`config.mk`:
```
export PLATFORM = sky130hd
export DESIGN_NAME = bcd2bin_seq
export DESIGN_NICKNAME = d
export VERILOG_FILES = /design/src/rtl/bcd2bin_seq.sv
export SDC_FILE = /design/constraint.sdc
export NUM_CORES = 1
export LEC_CHECK = 0
export CORE_MARGIN = 4
export CORE_UTILIZATION = 55
export CTS_BUF_LIST = sky130_fd_sc_hd__clkbuf_16
export CTS_CLUSTER_SIZE = 25
export DETAILED_ROUTE_END_ITERATION = 10
export DONT_BUFFER_PORTS = 1
export GPL_ROUTABILITY_DRIVEN = 1
export GPL_TIMING_DRIVEN = 0
export PLACE_DENSITY_LB_ADDON = 0.1
export SLEW_MARGIN = 10
export SYNTH_ARGS = -nofsm -noshare
export SYNTH_HDL_FRONTEND = slang
export SYNTH_SLANG_ARGS = --single-unit
```
`constraint.sdc`:
```
create_clock -name clk -period 1.9 [get_ports clk]
set_input_delay 0.38 -clock clk [delete_from_list [all_inputs] [get_ports clk]]
set_output_delay 0.38 -clock clk [all_outputs]
set_load 0.05 [all_outputs]
```
`src/rtl/bcd2bin_seq.sv`:
```
// bcd2bin_seq: sequential 4-digit BCD to binary converter.
// Reverse double-dabble, one bit per clock. A conversion always takes BW
// iterations, and start/busy/done form the handshake with the control FSM.
module bcd2bin_seq #(
  parameter int BW    = 14,
  parameter int LIMIT = 1023
) (
  input  logic          clk,
  input  logic          rst,
  input  logic          start,
  input  logic [3:0]    BCD_0,
  input  logic [3:0]    BCD_1,
  input  logic [3:0]    BCD_2,
  input  logic [3:0]    BCD_3,
  output logic [BW-1:0] B,
  output logic          busy,
  output logic          done,
  output logic          ovf,
  output logic          err
);

  localparam int SRW = 16 + BW;                    // {d3,d2,d1,d0,bin}
  localparam logic [3:0]    CNT_LAST = 4'(BW - 1);
  localparam logic [BW-1:0] LIMIT_W  = BW'(LIMIT);

  typedef enum logic [0:0] {IDLE, SHIFT} state_e;

  state_e         state_q, state_d;
  logic [SRW-1:0] sr_q, sr_d;
  logic [3:0]     cnt_q, cnt_d;
  logic           errin_q, errin_d;
  logic [BW-1:0]  b_q, b_d;
  logic           busy_q, busy_d;
  logic           done_q, done_d;
  logic           ovf_q, ovf_d;
  logic           err_q, err_d;
  logic [SRW-1:0] step;
  logic           dig_bad;

  // A digit is illegal when it is above 9; this is sampled with start.
  assign dig_bad = (BCD_0 > 4'd9) | (BCD_1 > 4'd9) |
                   (BCD_2 > 4'd9) | (BCD_3 > 4'd9);

  // One iteration: shift right, then subtract 3 from every digit field >= 8.
  // The correction is 4-bit modulo, so no carry crosses a field boundary.
  always_comb begin
    step = sr_q >> 1;
    for (int i = 0; i < 4; i++) begin
      if (step[BW+4*i +: 4] >= 4'd8)
        step[BW+4*i +: 4] = step[BW+4*i +: 4] - 4'd3;
    end
  end

  // Next-state and datapath updates; outputs hold unless a conversion ends.
  always_comb begin
    state_d = state_q;
    sr_d    = sr_q;
    cnt_d   = cnt_q;
    errin_d = errin_q;
    b_d     = b_q;
    busy_d  = busy_q;
    done_d  = 1'b0;
    ovf_d   = ovf_q;
    err_d   = err_q;
    case (state_q)
      IDLE: begin
        if (start) begin
          sr_d    = {BCD_3, BCD_2, BCD_1, BCD_0, {BW{1'b0}}};
          errin_d = dig_bad;
          cnt_d   = 4'd0;
          busy_d  = 1'b1;
          state_d = SHIFT;
        end
      end
      SHIFT: begin
        sr_d  = step;
        cnt_d = cnt_q + 4'd1;
        if (cnt_q == CNT_LAST) begin
          // An illegal digit yields 0; overflow is only reported for legal input.
          b_d     = errin_q ? '0 : step[BW-1:0];
          ovf_d   = !errin_q && (step[BW-1:0] > LIMIT_W);
          err_d   = errin_q;
          done_d  = 1'b1;
          busy_d  = 1'b0;
          state_d = IDLE;
        end
      end
      default: state_d = IDLE;
    endcase
  end

  // State and datapath registers; reset aborts any conversion in flight.
  always_ff @(posedge clk or posedge rst) begin
    if (rst) begin
      state_q <= IDLE;
      sr_q    <= '0;
      cnt_q   <= '0;
      errin_q <= 1'b0;
      b_q     <= '0;
      busy_q  <= 1'b0;
      done_q  <= 1'b0;
      ovf_q   <= 1'b0;
      err_q   <= 1'b0;
    end else begin
      state_q <= state_d;
      sr_q    <= sr_d;
      cnt_q   <= cnt_d;
      errin_q <= errin_d;
      b_q     <= b_d;
      busy_q  <= busy_d;
      done_q  <= done_d;
      ovf_q   <= ovf_d;
      err_q   <= err_d;
    end
  end

  assign B    = b_q;
  assign busy = busy_q;
  assign done = done_q;
  assign ovf  = ovf_q;
  assign err  = err_q;

endmodule
```
==> results.ini, run 1 <==
[worst_hold_path]
hold_class = in2reg
hp-start = BCD_3[3]
hold_depth = 2

[worst_setup_path]
startpoint_type = flop
cp_data_arrival_time_ps = 1520
path_buf_inv = 2
critPathSlowestCell = dfrtp_1
worst_ep_required_time_ps = 2070
crit_cells = 6
cpPeakStageDelay_ps = 410
cp_max_fo = 10
reg2reg_depth = 6
r2r-start = cnt_q[1]
worstPathCellList = inv_1 -> ha_1 -> nand4_2 -> buf_2 -> nand2_1 -> o21ai_1
startpoint = cnt_q[1]
critical_path_class = reg2reg
critPathCaptureType = flop
critPathTopFamily = flip-flops

[cts]
h-tree-depth = 2
clk_root_buffer_cell = clkbuf_16
numCtsBuffers = 5
cts.sinks = 53
cts_setup_buffers = 0
clk_latency_ps = 290
clockBufferDepth = 2
cts_tree = done
hold_buffers = 1
clk_pin_slew_ps = 70
post_cts_resized = 0

[global_routing]
grt_overflow_total = 0
grt_pass1_vias = 1787
track_usage_pct = 17.96
grt_pass1_wl_um = 8625
antenna_found_initial = 0
grt_max_degree = 39

[sta]
report.final.slew_viol_count = 0
slew_headroom_pct = 66.94
setup-violations-final = 0
max_freq_ghz = 0.7409
fin_skew_ps = 3.538
grt_setup_unrepaired = no
finalHoldViolations = 0
fin_crit_ps = 1350
tns_ps = 0
layout_worst_path_cycle_share_pct = 71.04
worst_pin_slew_ps = 495.9

[placed_design]
place.gp.congestion = 0.7337
dp_hpwl_um = 3541
port_buffers = 0

[synthesis]
syn_avg_cell_area_um2 = 9.903
ys_ff_latch = 53
synth_nets = 285
yosysSeqAreaShare_pct = 51.91
synth_async_sr_flop_share_pct = 100.0
ys.flop_type = dfrtp_1
synth_top_area_share_pct = 51.91
yosys_warnings = 0
ys_top_cells_by_area = dfrtp_1 52%, nand2b_1 6.9%, nand2_1 5.7%
netlist.top_cell.by_area = dfrtp_1
synth_area_um2 = 2555
synth_edf_count = 0
netlist_instances = 258
ys_types = 31

[finish]
n_antenna_cell = 0
nets = 294
synthToLayoutAreaGrowth_pct = 9.060
fillers = 386
drive_above_1_share_pct = 9.363
final_cell_mix = 53 x dfrtp_1, 39 x nand2_1, 28 x nand2b_1
final_common_cell = dfrtp_1

[route]
wirelength_um = 5050
routedWlPerCell_um = 15.83
drt-pass1-iter-count = 4
drc = 0
via_count = 1760
drtIter0Drc = 78
ant_nets = 0
drt-vias-per-instance = 5.517

[floorplanning]
boundaryPins = 37
rows = 24
start_util_pct = 57.88
die-area_um2 = 5800
die_h_um = 76.16
core_area_um2 = 4414
die_x_um = 76.16

[pwr]
vdd_ir_drop_max_uv = 888.6
total_power_mw = 4.702
powerDensity_nw_per_um2 = 1688
power_leakage_nw = 1.242

[run_status]
outcome = finished clean

[run]
drv_cap = 0

power breakdown:
| group | internal, mW | total [mW] | switching, mW |
|---|---|---|---|
| registers | 1.59 | 2.58 | 0.987 |
| logic | 0.615 | 1.26 | 0.643 |
| clock network | 0.477 | 0.867 | 0.390 |
| total | 2.68 | 4.70 | 2.02 |
worst register-to-register path, delay by kind of cell (launching register included):
family,cells,cell delay [ps]
compound gates,1,60
fa+ha+maj,1,160
buf+inv,2,330
flops,1,410
simple gates,2,260
per-layer routing:
metal / up-vias / track usage (%) / wire length (um)
met2: 36 / 30.48 / 2466
li1: 873 / - / -
met5: - / 0 / 0
met4: 0 / 6.119 / 68
met3: 7 / 4.374 / 243
met1: 844 / 22.28 / 2272
cells in the mapped netlist, types with 2 or more instances:
cell       n
ha_1       8
nand2_1   39
inv_1      8
buf_4      4
xnor2_1    3
o22ai_1    2
dfrtp_1   53
o31ai_1    2
o21ai_0   17
a21oi_1   11
mux2i_1   13
o21ai_1   23
nand2b_1  28
a211oi_1   6
xor2_1     3
nor2b_1   11
buf_2      8
nor2_1     5
clkbuf_1   2
final cells by class:
cell class / count / area (um^2) / share of cell area [%]
Sequential cell: 53 / 1326 / 47.60
Multi-Input combinational cell: 181 / 1102 / 39.56
Clock buffer: 5 / 125.1 / 4.490
Buffer: 15 / 92.59 / 3.323
Tap cell: 52 / 65.06 / 2.335
Inverter: 9 / 33.78 / 1.212
Timing Repair Buffer: 2 / 30.03 / 1.078
Clock inverter: 2 / 11.26 / 0.4041
flip-flops by register name (all words and copies together), names as in the netlist:
name / cells
cnt_q: 4
sr_q: 29
state_q: 1
done: 1
err: 1
ovf: 1
busy: 1
errin_q: 1
B: 14
metrics by stage:
step                area, um^2  std cells  hold slack [ps]  utilization (%)  setup WS, ps
finish                    2786        319            258.3            63.12         550.2
global route              2786        319            300.1            63.12         467.1
CTS                       2786        319            256.7            63.12         531.4
detailed placement        2640        311            264.9            59.81         547.4
global placement          2620        310            469.2            59.35        -383.3
floorplan                 2555        258            449.2                -         233.8
cell families after synthesis:
group / after synthesis / share of synthesized area, %
buffers and inverters: 24 / 4.946
XOR/XNOR: 6 / 2.057
AO/OA/AOI/OAI: 62 / 13.12
multiplexers: 15 / 5.974
AND/OR/NAND/NOR: 90 / 18.07
flip-flops: 53 / 51.91
adder cells (fa/ha/maj): 8 / 3.918
final timing paths:
path / endpoint / slack, ps
setup / recovery: B[10] / 550
hold / removal: sr_q[29] / 260
setup reg to reg: B[10] / 550
hold reg to reg: cnt_q[3] / 490
max in group asynchronous: sr_q[11] / 870
min in group asynchronous: sr_q[25] / 520
(Power assumes the default switching activity.)
==> inputs of run 2 (changes only) <==
clock period = 1.35 ns   (was 1.9 ns; I/O delays follow)
==> run 2 against run 1 <==
  * Count of clock-buffer cells in the layout is the same
  * Clock power grew 60%
  * Sequential cell count is the same
  * Clock skew shrank 1.2 ps
  * Final area grew 2.9%
  * Non-clock buffer count grew 2
  * Wire length grew 0.20%
  * Final cell count grew 0.63%
  * Hold slack lost 99 ps
  * Utilization grew 1.8 points
==> results.ini, run 2 (same netlist as run 1, synthesis figures left out) <==
[worst_setup_path]
critPathCaptureType = flop
crit_cells = 4
r2r-start = cnt_q[1]
critPathTopFamily = flip-flops
cp_max_fo = 6
r2r_slack_ps = 70
startpoint = cnt_q[1]
reg2reg_depth = 4
path_buf_inv = 1
worst_ep_required_time_ps = 1520
critical_path_class = reg2reg
crit_end = err
startpoint_type = flop
cpPeakStageDelay_ps = 400
reg2reg_to = err
cp_data_arrival_time_ps = 1440
worstPathCellList = inv_1 -> ha_4 -> nand4_4 -> mux2_1
critPathSlowestCell = dfrtp_1

[route]
via_count = 1769
wirelength_um = 5060
drc = 0
routedWlPerCell_um = 15.76
wl_met2_um = 2488
drtIter0Drc = 87
ant_nets = 0
drt-met1-wl_um = 2260
drt-vias-per-instance = 5.511
drt-pass1-iter-count = 5
routed.top_layer = met4
met3_wirelength_um = 281

[cts]
cts_tree = done
clk_latency_ps = 280
cts.sinks = 53
clk_pin_slew_ps = 60
h-tree-depth = 2
clockBufferDepth = 2
clk_root_buffer_cell = clkbuf_16
numCtsBuffers = 5

[global_routing]
grt_max_degree = 54
grt_pass1_wl_um = 8625
grt_overflow_total = 0
track_usage_pct = 18.35
grt_pass1_vias = 1747
antenna_found_initial = 0

[finish]
final_common_cell = dfrtp_1
drive_above_1_share_pct = 10.78
top_register = sr_q
final_cell_mix = 53 x dfrtp_1, 39 x nand2_1, 28 x nand2b_1
largest_register_ffs = 29
synthToLayoutAreaGrowth_pct = 12.19
n_antenna_cell = 0
nets = 296

[floorplanning]
die_h_um = 76.16
die-area_um2 = 5800
rows = 24
start_util_pct = 57.88
die_x_um = 76.16
boundaryPins = 37
core_area_um2 = 4414

[sta]
finalHoldViolations = 0
fin_skew_ps = 2.377
report.final.slew_viol_count = 0
layout_worst_path_cycle_share_pct = 94.50
setup-violations-final = 0
worst_pin_slew_ps = 491.6
worst_slack_ps = 74.23
max_freq_ghz = 0.7838
slew_headroom_pct = 67.23
fin_crit_ps = 1276

[pwr]
vdd_ir_drop_max_uv = 1020
total_power_mw = 6.885
power_leakage_nw = 1.272
powerDensity_nw_per_um2 = 2402

[run]
drv_cap = 0

[placed_design]
dp_hpwl_um = 3445
place.gp.congestion = 0.7447
port_buffers = 0
pre_cts_ws_ps = -20.35

[worst_hold_path]
hold_class = in2reg

[run_status]
outcome = finished clean

[run 2: cell types whose count changed in the layout (fill, tap and decap cells not counted)]
cell / delta
buf_4: +1
clkinv_1: -1
bufinv_16: +1
nand4_4: +1
ha_4: +1
nand4_2: -1
buf_2: -2
ha_1: -1
clkinv_2: +1
buf_6: +3
inv_2: -1
[run 2: power by group]
group          total, mW  switching (mW)  internal (mW)
Sequential          3.64            1.41           2.24
Clock               1.39           0.525          0.861
Combinational       1.85           0.925          0.930
[run 2: final cells by class]
| type | instances | area, um^2 |
|---|---|---|
| Sequential cell | 53 | 1326 |
| Fill cell | 380 | 1548 |
| Clock buffer | 5 | 125.1 |
| Timing Repair Buffer | 4 | 42.54 |
| Inverter | 9 | 37.54 |
| Tap cell | 52 | 65.06 |
| Multi-Input combinational cell | 181 | 1124 |
| Buffer | 15 | 111.4 |
| Clock inverter | 2 | 35.03 |
[run 2: through the flow]
stage | instances | utilization, % | TNS (ps) | hold slack (ps) | instance area, um^2
final | 321 | 64.94 | 0 | 159.0 | 2867
after global routing | 321 | 64.94 | -5.012 | 170.0 | 2867
after CTS | 317 | 63.61 | 0 | 152.1 | 2808
after detailed placement | 310 | 59.44 | -47.55 | 455.8 | 2624
after global placement | 310 | 59.44 | 0 | 429.2 | 2624
after floorplan | 258 | - | 0 | 331.4 | 2559
[run 2: how the worst min path moves through the flow]
stage | from | to | slack (ps) | cells past startpoint
6_report | BCD_3[3] | sr_q[29] | 160 | 2
5_1_grt | BCD_2[1] | sr_q[23] | 170 | 2
4_1_cts | rst | sr_q[25] | 150 | 1
3_5_place_dp | rst | sr_q[25] | 460 | 1
3_3_place_gp | BCD_3[3] | sr_q[29] | 430 | 2
2_1_floorplan | rst | B[0] | 330 | 1
[run 2: what timing repair did]
item                                    CTS  global route
buffers inserted                          0             1
hold buffers                              0             1
pin swaps                                 0             1
endpoints found under the hold margin     0            16
cloned                                    0             1
endpoints found under the setup margin   17            17
resized for setup                         6             3
[run 2: routing by layer]
metal / track usage (%) / up-vias
met1: 22.96 / 858
met3: 7.092 / 2
met2: 30.05 / 35
li1: - / 874
met5: 0 / -
met4: 4.196 / 0
==> inputs of run 3 (changes only) <==
ABC_AREA = 1   (was unset)
REMOVE_ABC_BUFFERS = 1   (was unset)
==> run 3 against run 2 <==
  * Area after synthesis fell by 6.9%
  * Utilization rose by 2.3 points
  * Hold slack got worse by 48 ps
  * Setup slack got worse by 54 ps
  * Total power fell by 2.4%
  * Clock power fell by 9%
  * Non-clock buffer count fell by 4
  * Critical endpoint unchanged
  * Largest cell class unchanged
==> results.ini, run 3 <==
[finish]
multi_input_area_um2 = 904.6
largest_register_ffs = 29
fin_area_um2 = 2748
final_common_cell = dfrtp_1
n_antenna_cell = 0
finalNonFillerCells = 311
top_register = sr_q
drive_above_1_share_pct = 17.62
final_cell_mix = 52 x dfrtp_1, 44 x nand2_1, 30 x inv_1
nets = 287
synthToLayoutAreaGrowth_pct = 15.46
fillers = 325
seqCellArea_um2 = 1330

[placed_design]
dp_hpwl_um = 3002
pre_cts_ws_ps = -739.5
dp_cells = 285
place.gp.congestion = 0.7600
port_buffers = 0
dpl-instance-area_um2 = 2395

[pwr]
powerDensity_nw_per_um2 = 2445
internal-power_mw = 3.765
pwr-share-seq_pct = 50.1
combinationalPowerShare_pct = 31.2
power.share.switching_pct = 43.95
vdd_ir_drop_max_uv = 1083
p_switching_mw = 2.952
pwr-share-clk_pct = 18.7
power_leakage_nw = 1.267

[worst_setup_path]
cpPeakStageDelay_ps = 400
startpoint_type = flop
crit_top_cell = buf_4
reg2reg_depth = 6
r2r_slack_ps = 20
worstPathCellList = ha_1 -> nand2_2 -> nor2_8 -> buf_4 -> buf_4 -> o21a_1
cp_max_fo = 3
worst_ep_required_time_ps = 1530
cp_data_arrival_time_ps = 1510
reg2reg_to = err
critical_path_class = reg2reg
r2r-start = cnt_q[0]
critPathCaptureType = flop
critPathSlowestCell = dfrtp_1

[sta]
worst_slack_ps = 20.70
fin_crit_ps = 1329
layout_worst_path_cycle_share_pct = 98.47
fin_hold_ws_ps = 111.3
fin_skew_ps = 4.204
slew_headroom_pct = 65.41
report.final.slew_viol_count = 0
worst_pin_slew_ps = 518.1
setup-violations-final = 0
max_freq_ghz = 0.7523
finalHoldViolations = 0

[route]
drtIter0Drc = 160
drt-vias-per-instance = 5.592
drt-pass1-iter-count = 4
wirelength_um = 5213
ant_nets = 0
routedWlPerCell_um = 16.76
via_count = 1739
drc = 0

[global_routing]
antenna_found_initial = 0
grt_max_degree = 32
grt_overflow_total = 0
track_usage_pct = 19.42
grt_pass1_wl_um = 7948
grt_pass1_vias = 1662

[floorplanning]
rows = 23
core_area_um2 = 4086
die-area_um2 = 5443
die_x_um = 73.78
start_util_pct = 58.24
boundaryPins = 37
die_h_um = 73.78

[synthesis]
synth_most_common_cell = dfrtp_1
synthTopCellsByCount = 53 x dfrtp_1, 45 x nand2_1, 32 x inv_1, 22 x o21ai_0
yosysSeqAreaShare_pct = 55.73
synth_async_sr_flop_share_pct = 100.0
ys_top_cells_by_area = dfrtp_1 56%, nand2_1 7.1%, inv_1 5.0%
ys.flop_type = dfrtp_1
ys_types = 26
synth_top_area_share_pct = 55.73
syn_avg_cell_area_um2 = 9.713
netlist.top_cell.by_area = dfrtp_1
synth_area_um2 = 2380
netlist_instances = 245
synth_edf_count = 0
yosys_warnings = 0
ys_ff_latch = 53

[cts]
cts_tree = done
clk_pin_slew_ps = 70
h-tree-depth = 2
cts.sinks = 53
numCtsBuffers = 5
clk_root_buffer_cell = clkbuf_16
clockBufferDepth = 2
clk_latency_ps = 290

[run]
drv_cap = 0

[worst_hold_path]
min_delay_worst_endpoint = sr_q[14]
hold_class = in2reg
hp-start = BCD_0[0]
hold_depth = 2

[run_status]
outcome = finished clean

==> run 3: cell type report <==
| class | instances | area share (%) |
|---|---|---|
| tap | 50 | 2.277 |
| inverter | 34 | 5.237 |
| timing repair inverter | 2 | 0.5920 |
| clock buffer | 5 | 4.554 |
| multi-input combinational | 149 | 32.92 |
| timing repair buffer | 15 | 5.237 |
| sequential | 53 | 48.41 |
| clock inverter | 3 | 0.7741 |
==> run 3: cell families after synthesis <==
group	count (synthesis)	share of synthesized area (%)
and+or+nand+nor	76	14.77
AOI/OAI and AO/OA	62	16.72
DFF	53	55.73
buffers and inverters	45	8.202
adders and majority gates	8	4.206
xor gates and xnor gates	1	0.3681
==> run 3: worst max-delay path by stage <==
stage              from  endpoint  cells past startpoint
3_5_place_dp    state_q   errin_q                      4
5_1_grt        cnt_q[1]     B[12]                      7
2_1_floorplan       rst      B[0]                      1
3_3_place_gp        rst  sr_q[19]                      1
4_1_cts        cnt_q[1]      B[8]                      6
6_report       cnt_q[0]       err                      6
==> run 3: per-layer routing <==
metal / vias up / track usage, % / routed length (um)
met5: - / 0 / 0
met3: 2 / 5.198 / 255
met1: 851 / 26.92 / 2489
li1: 844 / - / -
met2: 42 / 29.72 / 2444
met4: 0 / 6.237 / 24
==> run 3: repair_timing <==
item,in CTS,in global routing
buffers inserted,7,6
endpoints found under the setup margin,52,27
hold endpoints to repair,22,0
gates resized for setup,12,7
gates cloned,1,3
hold buffers,1,0
pin swaps,3,3
==> run 3: power by group through the flow <==
stage	clock, mW	combinational [mW]	sequential (mW)
final	1.26	2.10	3.36
after global routing	1.34	2.37	3.44
after CTS	1.29	1.91	3.40
after detailed placement	0	1.73	3.43
after global placement	0	1.66	3.41
after floorplan	0	1.41	3.31
==> run 3: critical path, delay by kind of cell, from the launching register on <==
| family | cells | cell delay [ps] |
|---|---|---|
| flops | 1 | 400 |
| compound gates | 1 | 160 |
| simple gates | 2 | 180 |
| fa+ha+maj | 1 | 220 |
| buf+inv | 2 | 260 |
==> run 3: metrics by stage <==
step | setup TNS, ps | total power, mW | util [%]
4_1_cts | 0 | 6.590 | 64.67
3_3_place_gp | -59470 | 5.076 | 58.11
2_1_floorplan | -13320 | 4.724 | -
6_report | 0 | 6.717 | 67.24
5_1_grt | -462.1 | 7.146 | 67.24
3_5_place_dp | -21110 | 5.161 | 58.60
